`src/rtl/z80_io_timer.sv`:
```
// Z80 I/O-mapped down-counter timer with wait-state insertion and a mode-2 interrupt vector.
// Define Z80_TIMER_DAISY_EN to add the IEI/IEO priority daisy-chain ports.
module z80_io_timer #(
    parameter logic [7:0] BASE_PORT   = 8'h40,
    parameter int         PRESCALE    = 16,
    parameter int         WAIT_STATES = 1
) (
    input  logic       CLK,
    input  logic       nRESET,
    input  logic [7:0] A,
    input  logic [7:0] D_in,
    output logic [7:0] D_out,
    output logic       D_oe,
    input  logic       nIORQ,
    input  logic       nRD,
    input  logic       nWR,
    input  logic       nM1,
    output logic       nINT,
    output logic       nWAIT
`ifdef Z80_TIMER_DAISY_EN
    ,
    input  logic       IEI,
    output logic       IEO
`endif
);

    localparam logic [15:0] PS_MAX  = 16'(PRESCALE - 1);
    localparam logic [2:0]  WS_INIT = 3'(WAIT_STATES - 1);

    typedef enum logic [1:0] {S_IDLE = 2'd0, S_WAIT = 2'd1, S_HOLD = 2'd2} state_t;

    state_t      state_q;
    logic [2:0]  wait_cnt_q;
    logic        nwait_q;

    logic        run_q, run_d, ie_q, ie_d, auto_q, auto_d, pending_q, pending_d;
    logic [7:0]  reload_q, reload_d, count_q, count_d, dout_q, dout_d;
    logic [6:0]  vec_q, vec_d;
    logic [15:0] prescale_q, prescale_d;
    logic        rd_act_q, rd_act_d, ack_act_q, ack_act_d, act_prev_q, act_prev_d;
    logic        nint_q, nint_d;

    logic        iei, hit, access_now, ack_now, acc_start, ack_start, wr_start, rd_start;
    logic        tick, cnt_wr;
    logic [7:0]  rd_mux;

`ifdef Z80_TIMER_DAISY_EN
    assign iei = IEI;
    assign IEO = IEI & ~(pending_q & ie_q);
`else
    assign iei = 1'b1;
`endif

    // A bus cycle is acted on only on its first sample, so wait states never repeat an action.
    assign hit        = (A[7:2] == BASE_PORT[7:2]);
    assign access_now = ~nIORQ & nM1 & hit & (~nRD | ~nWR);
    assign ack_now    = ~nIORQ & ~nM1;
    assign acc_start  = access_now & ~act_prev_q;
    assign ack_start  = ack_now & ~act_prev_q & ~nint_q & iei;
    assign wr_start   = acc_start & ~nWR;
    assign rd_start   = acc_start & ~nRD;

    always_comb begin
        rd_mux = 8'h00;
        case (A[1:0])
            2'd0: rd_mux = {pending_q, 4'b0000, auto_q, ie_q, run_q};
            2'd1: rd_mux = reload_q;
            2'd2: rd_mux = count_q;
            default: rd_mux = {vec_q, 1'b0};
        endcase
    end

    always_comb begin
        run_d      = run_q;
        ie_d       = ie_q;
        auto_d     = auto_q;
        pending_d  = pending_q;
        reload_d   = reload_q;
        count_d    = count_q;
        vec_d      = vec_q;
        prescale_d = prescale_q;
        dout_d     = dout_q;
        rd_act_d   = rd_act_q;
        ack_act_d  = ack_act_q;
        tick       = 1'b0;
        cnt_wr     = 1'b0;
        act_prev_d = access_now | ack_now;
        nint_d     = ~(pending_q & ie_q & iei);

        if (rd_start)   rd_act_d = 1'b1;
        else if (nIORQ) rd_act_d = 1'b0;
        if (ack_start)  ack_act_d = 1'b1;
        else if (nIORQ) ack_act_d = 1'b0;

        if (rd_start)       dout_d = rd_mux;
        else if (ack_start) dout_d = {vec_q, 1'b0};

        if (ack_start) pending_d = 1'b0;

        if (wr_start) begin
            case (A[1:0])
                2'd0: begin
                    run_d  = D_in[0];
                    ie_d   = D_in[1];
                    auto_d = D_in[2];
                    if (D_in[7]) pending_d = 1'b0;
                end
                2'd1: reload_d = D_in;
                2'd2: begin
                    count_d = D_in;
                    cnt_wr  = 1'b1;
                end
                default: vec_d = D_in[7:1];
            endcase
        end

        if (run_q) begin
            if (prescale_q == PS_MAX) begin
                prescale_d = 16'h0000;
                tick       = 1'b1;
            end else begin
                prescale_d = prescale_q + 16'd1;
            end
        end

        // A COUNT write on the decrement edge cancels the whole terminal event.
        if (tick && !cnt_wr) begin
            count_d = count_q - 8'd1;
            if (count_q == 8'd1) begin
                pending_d = 1'b1;
                if (auto_q) count_d = reload_q;
                else        run_d   = 1'b0;
            end
        end

        if (cnt_wr) prescale_d = 16'h0000;
    end

    always_ff @(posedge CLK or negedge nRESET) begin
        if (!nRESET) begin
            run_q      <= 1'b0;
            ie_q       <= 1'b0;
            auto_q     <= 1'b0;
            pending_q  <= 1'b0;
            reload_q   <= 8'hFF;
            count_q    <= 8'h00;
            vec_q      <= 7'h00;
            prescale_q <= 16'h0000;
            dout_q     <= 8'h00;
            rd_act_q   <= 1'b0;
            ack_act_q  <= 1'b0;
            act_prev_q <= 1'b0;
            nint_q     <= 1'b1;
        end else begin
            run_q      <= run_d;
            ie_q       <= ie_d;
            auto_q     <= auto_d;
            pending_q  <= pending_d;
            reload_q   <= reload_d;
            count_q    <= count_d;
            vec_q      <= vec_d;
            prescale_q <= prescale_d;
            dout_q     <= dout_d;
            rd_act_q   <= rd_act_d;
            ack_act_q  <= ack_act_d;
            act_prev_q <= act_prev_d;
            nint_q     <= nint_d;
        end
    end

    always_ff @(posedge CLK or negedge nRESET) begin
        if (!nRESET) begin
            state_q    <= S_IDLE;
            wait_cnt_q <= 3'd0;
            nwait_q    <= 1'b1;
        end else begin
            case (state_q)
                S_IDLE: begin
                    if (acc_start || ack_start) begin
                        if (WAIT_STATES > 0) begin
                            state_q    <= S_WAIT;
                            wait_cnt_q <= WS_INIT;
                            nwait_q    <= 1'b0;
                        end else begin
                            state_q <= S_HOLD;
                        end
                    end
                end
                S_WAIT: begin
                    if (wait_cnt_q == 3'd0) begin
                        state_q <= S_HOLD;
                        nwait_q <= 1'b1;
                    end else begin
                        wait_cnt_q <= wait_cnt_q - 3'd1;
                    end
                end
                S_HOLD: begin
                    if (nIORQ) state_q <= S_IDLE;
                end
                default: begin
                    state_q <= S_IDLE;
                    nwait_q <= 1'b1;
                end
            endcase
        end
    end

    assign D_oe  = ~nIORQ & ((rd_act_q & ~nRD) | ack_act_q);
    assign D_out = dout_q;
    assign nINT  = nint_q;
    assign nWAIT = nwait_q;

endmodule

```
`config.mk`:
```
export PLATFORM = sky130hd
export DESIGN_NAME = z80_io_timer
export DESIGN_NICKNAME = d
export VERILOG_FILES = /design/src/rtl/z80_io_timer.sv
export SDC_FILE = /design/constraint.sdc
export NUM_CORES = 1
export LEC_CHECK = 0
export ABC_CLOCK_PERIOD_IN_PS = 2080
export CAP_MARGIN = 20
export CORE_AREA = 2 2 83 85
export DETAILED_ROUTE_END_ITERATION = 7
export DIE_AREA = 0 0 85 87
export PLACE_DENSITY = 0.73
export REMOVE_ABC_BUFFERS = 1
export SLEW_MARGIN = 0
export SYNTH_ARGS = -nofsm -noshare
export SYNTH_HDL_FRONTEND = slang
export SYNTH_SLANG_ARGS = --single-unit
export TNS_END_PERCENT = 50
```
`constraint.sdc`:
```
create_clock -name CLK -period 2.08 [get_ports CLK]
set_input_delay 0.416 -clock CLK [delete_from_list [all_inputs] [get_ports CLK]]
set_output_delay 0.416 -clock CLK [all_outputs]
set_load 0.01 [all_outputs]
```
# Yosys cells after proc, flatten, opt, wreduce, memory -nomap -nowiden

Cells that the tools add are included.

Flip-flop bits (word level): 61
Output and inout port bits: 11

Add/sub/neg operators: 3
Equality and inequality tests: 11
Muxes and demuxes: 39
Bitwise operators: 24
Reductions and logical operators: 21

Operators by type and width:

| kind                                                                   | count |
|---|---|
| 8-bit 2-to-1 mux                                                       | 7 |
| 16-bit 2-to-1 mux                                                      | 3 |
| 8-bit one-hot mux with 3 select lines                                  | 1 |
| 1-bit 2-to-1 mux                                                       | 20 |
| 16-bit by 1-bit adder with 16-bit output, second input constant        | 1 |
| 16-bit by 4-bit equality test with 1-bit output, second input constant | 1 |
| 2-bit nonzero test                                                     | 7 |
| 1-bit bitwise AND                                                      | 12 |
| 1-bit inverter                                                         | 9 |
| 3-bit AND reduction                                                    | 3 |
| 8-bit by 1-bit equality test with 1-bit output, second input constant  | 1 |
| 2-bit inequality test, second input constant                           | 4 |
| 2-bit AND reduction                                                    | 4 |
| 8-bit by 1-bit subtractor with 8-bit output, second input constant     | 1 |
| 6-bit by 5-bit equality test with 1-bit output, second input constant  | 1 |
| 2-bit 2-to-1 mux                                                       | 3 |
| 3-bit 2-to-1 mux                                                       | 2 |
| 2-bit one-hot mux with 3 select lines                                  | 1 |
| 3-bit one-hot mux with 2 select lines                                  | 1 |
| 2-bit by 1-bit equality test with 1-bit output, second input constant  | 2 |
| 2-bit equality test, second input constant                             | 2 |
| 2-bit zero test                                                        | 2 |
| 3-bit zero test                                                        | 1 |
| 1-bit OR                                                               | 3 |
| 6 further kinds                                                        | 6 |

# Longest topological paths before layout

Gate-level depths: netlist of the first run.

Depth after elaboration: 11
Depth in mapped cells: 7
Gate-level depth less buffers: 7

# Worst setup path after synthesis of the first run

No wires, ideal clock.

Path type: register -> register
Start: reg prescale_q[8]
End: reg count_q[4]
Library setup time: 0.128 ns
Arrival: 2.030 ns
Required time: 1.952 ns
Slack: -0.078 ns
Cell stages (with the launch flop): 7
Clock period less this slack: 2.158 ns
Path through: dfrtp_1 -> or4_4 -> or4_1 -> buf_2 -> nor2_1 -> and4b_1 -> o22ai_1

Word-level cells in the longest chain between the ends: 6

RTL lines:

| element                                           | RTL line | RTL |
|---|---|---|
| start: declaration                                | 39       | `logic [15:0] prescale_q, prescale_d;` |
| start signal: assignment                          | 162      | `prescale_q <= prescale_d;` |
| 16-bit by 4-bit equality test with 1-bit output * | 118      | `if (prescale_q == PS_MAX) begin` |
| 1-bit 2-to-1 mux *                                | 118      |  |
| 1-bit 2-to-1 mux *                                | 117      | `if (run_q) begin` |
| 1-bit logical AND *                               | 127      | `if (tick && !cnt_wr) begin` |
| 2-bit nonzero test (no source line)               | n/a      |  |
| 2-bit AND reduction (no source line)              | n/a      |  |
| end signal: assignment                            | 160      | `count_q <= count_d;` |
| end: declaration                                  | 37       | `logic [7:0] reload_q, reload_d, count_q, count_d, dout_q, dout_d;` |

Every way passes the cells marked *; elsewhere a longest branch is shown, timed or not.
A chain may end at the register's enable or synchronous reset.

# Final worst setup path of the first run

Start: reg prescale_q[14]
End: reg count_q[6]

The elaborated chain is that of the path after synthesis.

==> impl_metrics.toml, run 1 <==
[run_status]
outcome = "complete, but fails checks"
violations = "negative setup slack"

[synthesis]
synth_edf_count = 0
synth_compound_area_frac = 0.1250
ys_async_sr_fraction = 1.000
seq_area_frac_synth = 0.4773
synthXorXnorAreaFrac = 0.03531
synth_area_um2 = 3224
synth_top_family_by_area = "simple AND/OR/NAND/NOR gates"
synthMuxAreaShare = 0.09662
synth_simple_gate_area_share = 0.2196
synth.distinct_cells = 47
yosys_warnings = 0
synthFlopType = "dfrtp_1"
syn-instance-count = 322
synthAdderAreaFrac = 0.01940
synth_seq_cells = 61
synth_area_per_cell_um2 = 10.01

[timing]
hold-worst-slack_ns = 0.06496
setup_tns_ns = -0.1326
hold_violations = 0
slew_headroom = 0.6251
period_share = 1.030
setup_viol = 3
fin_worst_skew_ns = 0.01083
fmax_mhz = 466.6
worstMarginPinSlew_ns = 0.5545
rsz0062_at_grt = "true"
slew_viol_final = 0
period_minus_slack_ns = 2.143
finalWorstSetupSlack_ns = -0.06298

[layout]
diodes = 0
fin_cells = 497
final_common_cell = "buf_4"
fillers = 554
final_nets = 439
area_growth_pct = 34.69
post-route-util = 0.6611
final_cell_mix = "55 x buf_4, 51 x dfrtp_1, 32 x nor2_1"
design_area_um2 = 4343
drive_above_1_share = 0.2950

[grt]
grt.total_usage = 0.2289
overflow = 0
grt_pass1_vias = 2764
antenna_found_initial = 0
grt_pass1_wl_um = 13170
grt_max_degree = 62

[route]
drt_iter0_markers = 139
dr.pass1.iters = 6
drt-wirelength-per-cell_um = 15.95
vias = 2802
drt-total-wl_um = 7929
ant_nets = 0
drcViolationCount = 0
drt-vias-per-instance = 5.638

[place]
place_congestion = 0.9013
hpwl_um = 5590
placed_cells = 479
post_dp_cell_area_um2 = 4029
io_buffers = 32

[critical_path]
crit_path_start_kind = "register"
cp_common_cell = "or4_4"
path_max_fanout = 6
arrival_ns = 2.40
max_stage_delay_ns = 0.64
worstSetupPathType = "reg -> reg"
critical_path_required_ns = 2.34
end_kind = "register"
crit_chain = "or4_4, or4_4, a2111oi_4, a211oi_2, nor2_1"
critPathSlowestCell = "or4_4"

[floorplan]
initial_core_util = 0.4909
core-area_um2 = 6569
dieArea_um2 = 7395
die_y_um = 87
die_w_um = 85
ios = 33
rows = 30

[clocking]
cts-root-buf = "clkbuf_8"
cts_htree_levels = 3
cts_inserted_buffers = 9
cts.sinks = 61
clk_path_buf_depth = 2
clkTransAtPathRegs_ns = 0.07
insertion_delay_ns = 0.34
cts_tree = "done"

[power]
peakVddDrop_mv = 0.4658
p_leak_uw = 0.001853
power.density_nw_per_um2 = 670.3

[job]
drv_cap = 0

[hold_path]
hold_class = "in -> async"
synthesized netlist by cell type (all sizes together) (5+ instances only):
library cell | count | share of area
o21ai | 14 | 0.022
nand3 | 17 | 0.026
inv | 12 | 0.014
mux2 | 17 | 0.059
a21oi | 15 | 0.023
or4 | 6 | 0.016
clkbuf | 7 | 0.0082
nor4 | 6 | 0.016
nor2 | 34 | 0.040
nand4 | 8 | 0.016
nand2 | 30 | 0.035
a211oi | 6 | 0.014
o211ai | 8 | 0.019
ha | 5 | 0.019
dfrtp | 51 | 0.40
dfstp | 10 | 0.081
mux2i | 12 | 0.037
xor2 | 9 | 0.024
power breakdown:
| part | switching (uW) | internal, uW | total [uW] |
|---|---|---|---|
| Combinational | 199 | 193 | 392 |
| Sequential | 45.2 | 1260 | 1310 |
| Clock | 474 | 737 | 1210 |
registers in the layout, summed over array words and instances (netlist names):
signal and flops:
D_out 8, ack_act_q 1, act_prev_q 1, auto_q 1, count_q 8, ie_q 1
nINT 1, nWAIT 1, pending_q 1, prescale_q 16, rd_act_q 1, reload_q 8
run_q 1, state_q 2, vec_q 7, wait_cnt_q 3
per-layer routing:
metal | routed length (um) | global-route usage | vias up
li1 | - | - | 1358
met1 | 3801 | 0.3111 | 1362
met2 | 3621 | 0.3629 | 72
met3 | 371 | 0.05592 | 10
met4 | 135 | 0.07215 | 0
met5 | 0 | 0 | -
what timing repair did:
action	CTS	global route
hold buffers	0	0
buffers inserted	1	2
pin swaps	5	4
gates resized for setup	10	10
setup endpoints to repair	14	25
per-stage QoR:
step	power, uW	worst slack [ns]
after floorplan	1505	-0.7342
after global placement	1694	-0.2934
after detailed placement	1713	-0.3851
after CTS	2928	-0.05561
after global routing	3044	-0.1194
final	2911	-0.06298
path summary, 6_finish.rpt:
check	startpoint	endpoint	slack [ns]	cells past startpoint
max in group asynchronous	nRESET	nINT$_DFF_PN1_	1.67	2
worst max-delay path	prescale_q[14]$_DFFE_PN0P_	count_q[6]$_DFFE_PN0P_	-0.06	5
worst min register to register	ie_q$_DFFE_PN0P_	nINT$_DFF_PN1_	0.43	1
worst max register to register	prescale_q[14]$_DFFE_PN0P_	count_q[6]$_DFFE_PN0P_	-0.06	5
min in group CLK	ie_q$_DFFE_PN0P_	nINT$_DFF_PN1_	0.43	1
worst min-delay path	nRESET	vec_q[2]$_DFFE_PN0P_	0.06	2
critical path: cells and delay by family, from the launching register on:
family,cells,cell delay [ns]
simple gates,3,1.32
compound gates,2,0.38
flops,1,0.38
area by class of cell:
type / instances / area (um2) / share of cell area
tap: 80 / 100.1 / 0.02305
timing repair buffer: 89 / 758.2 / 0.1746
clock buffer: 12 / 155.1 / 0.03572
multi-input combinational: 239 / 1675 / 0.3858
inverter: 12 / 45.04 / 0.01037
sequential: 61 / 1539 / 0.3544
clock inverter: 4 / 70.07 / 0.01613
cell families (layout without fill, tap and decap cells):
logic type,after synthesis,after routing
buffers and inverters,22,117
xor gates and xnor gates,13,13
DFF,61,61
adders and majority gates,5,5
muxes,29,29
and+or+nand+nor,131,131
AOI/OAI and AO/OA,61,61
Note: power is estimated with default switching activity, not from simulation.
==> run 2, diff against run 1 <==
--- a/config.mk
+++ b/config.mk
@@ -5,11 +5,11 @@
 export SDC_FILE = /design/constraint.sdc
 export NUM_CORES = 1
 export LEC_CHECK = 0
-export ABC_CLOCK_PERIOD_IN_PS = 2080
 export CAP_MARGIN = 20
 export CORE_AREA = 2 2 83 85
 export DETAILED_ROUTE_END_ITERATION = 7
 export DIE_AREA = 0 0 85 87
+export HOLD_SLACK_MARGIN = 0.15
 export PLACE_DENSITY = 0.73
 export REMOVE_ABC_BUFFERS = 1
 export SLEW_MARGIN = 0
==> run 2 against run 1 <==
The run still ends with negative setup slack left. Critical path depth is the same. Worst setup slack better by 0.0074 ns. Wire length rose by 0.16%. Clock skew is 0.00075 ns higher. Flip-flop and latch count stayed put. Clock-buffer cell count unchanged. Via count grew 0.64%. Hold slack improved by 0.37 ns. Sequential power is essentially flat. Critical path type unchanged. Largest power group unchanged. Highest routed layer unchanged.
==> impl_metrics.toml, run 2 (synthesis gave the netlist of run 1 again) <==
[route]
dr.pass1.iters = 6
ant_nets = 0
drt-total-wl_um = 7942
drt-wirelength-per-cell_um = 15.95
drt_iter0_markers = 137
drcViolationCount = 0
vias = 2820
drt-vias-per-instance = 5.663

[layout]
final_nets = 440
area_growth_pct = 35.00
largest_register_ff_count = 16
final_cell_mix = "55 x buf_4, 51 x dfrtp_1, 32 x nor2_1"
diodes = 0
regMostFlops = "prescale_q"
fin_cells = 498
post-route-util = 0.6627
drive_above_1_share = 0.2943
final_common_cell = "buf_4"

[timing]
setup_viol = 3
period_share = 1.027
worstMarginPinSlew_ns = 0.5491
slew_headroom = 0.6288
fmax_mhz = 468.2
finalWorstSetupSlack_ns = -0.05562
hold_violations = 0
fin_worst_skew_ns = 0.01157
slew_viol_final = 0
rsz0062_at_grt = "true"
period_minus_slack_ns = 2.136

[floorplan]
ios = 33
rows = 30
dieArea_um2 = 7395
core-area_um2 = 6569
die_y_um = 87
initial_core_util = 0.4909
die_w_um = 85

[clocking]
clkTransAtPathRegs_ns = 0.07
clk_path_buf_depth = 2
cts.sinks = 61
cts_tree = "done"
cts-root-buf = "clkbuf_8"
insertion_delay_ns = 0.34
cts_htree_levels = 3
cts_inserted_buffers = 9

[critical_path]
max_stage_delay_ns = 0.64
path_max_fanout = 6
ff2ff_setup_slack_ns = -0.06
critPathSlowestCell = "or4_4"
cp_common_cell = "or4_4"
end_kind = "register"
cp-startpoint = "prescale_q[14]$_DFFE_PN0P_"
r2r-start = "prescale_q[14]$_DFFE_PN0P_"
crit_chain = "or4_4, or4_4, a2111oi_4, a211oi_2, nor2_1"
critical_path_required_ns = 2.34
worstSetupPathType = "reg -> reg"
crit_path_start_kind = "register"
arrival_ns = 2.40

[hold_path]
min-delay-start = "ie_q$_DFFE_PN0P_"
hold_class = "reg -> reg"

[place]
hpwl_um = 5590
io_buffers = 32
place_congestion = 0.9013
placed_cells = 479

[grt]
grt.total_usage = 0.2295
antenna_found_initial = 0
grt_pass1_vias = 2772
overflow = 0
grt_max_degree = 62
grt_pass1_wl_um = 13190

[power]
power.density_nw_per_um2 = 669.2
peakVddDrop_mv = 0.4660
p_leak_uw = 0.001857

[job]
drv_cap = 0

[run_status]
violations = "negative setup slack"
outcome = "complete, but fails checks"
[run 2: cell types whose count changed in the layout (fill, tap and decap cells not counted), sizes merged]
cell,before,now
dlygate4sd3,0,1
[run 2: worst paths after layout]
kind / endpoint / cells after the start
worst max register to register: count_q[6]$_DFFE_PN0P_ / 5
worst max-delay path: count_q[6]$_DFFE_PN0P_ / 5
worst min register to register: nINT$_DFF_PN1_ / 1
max in group asynchronous: nINT$_DFF_PN1_ / 3
worst min-delay path: nINT$_DFF_PN1_ / 1
min in group asynchronous: D_out[6]$_DFFE_PN0P_ / 3
[run 2: through the flow]
stage	total power [uW]	cell area [um2]	worst slack [ns]	setup TNS (ns)	hold slack (ns)
floorplan	1505	3183	-0.7342	-10.19	0.1204
global placement	1694	4029	-0.2934	-8.141	0.4135
detailed placement	1713	4029	-0.3851	-10.70	0.4313
CTS	2930	4300	-0.05561	-0.1964	0.4465
global route	3045	4353	-0.1194	-0.3730	0.4654
finish	2913	4353	-0.05562	-0.1180	0.4347
[run 2: report_power, final]
group          internal [uW]  switching, uW  total [uW]
logic                    194            198         393
clock network            737            475        1210
registers               1260           45.6        1310
[run 2: cell type report]
cell class                 instances  area [um2]
fill                             553        2216
multi-input combinational        239        1675
sequential                        61        1539
timing repair buffer              90       768.2
clock buffer                      12       155.1
tap                               80       100.1
clock inverter                     4       70.07
inverter                          12       45.04
[run 2: metal layers]
metal  track usage  share of wire
met2        0.3658           0.46
met3       0.05592          0.052
met1        0.3104           0.47
met4       0.07215          0.017
met5             0              0
[run 2: repair_timing]
action / 4_1_cts / 5_1_grt
gates cloned: 0 / 0
pin swaps: 5 / 4
endpoints found under the setup margin: 14 / 25
hold buffers: 1 / 0
buffers inserted: 1 / 2
endpoints found under the hold margin: 51 / 0
gates resized for setup: 10 / 10
[run 2: critical path, delay by kind of cell (launching register included)]
kind,cells,cell delay [ns]
simple gates,3,1.31
compound gates,2,0.37
flops,1,0.38
==> run 3, diff against run 2 <==
--- a/config.mk
+++ b/config.mk
@@ -7,6 +7,7 @@
 export LEC_CHECK = 0
 export CAP_MARGIN = 20
 export CORE_AREA = 2 2 83 85
+export CTS_CLUSTER_DIAMETER = 80
 export DETAILED_ROUTE_END_ITERATION = 7
 export DIE_AREA = 0 0 85 87
 export HOLD_SLACK_MARGIN = 0.15
==> results of run 3 <==
The final DEF is identical to that of run 2; final timing and power are the same.
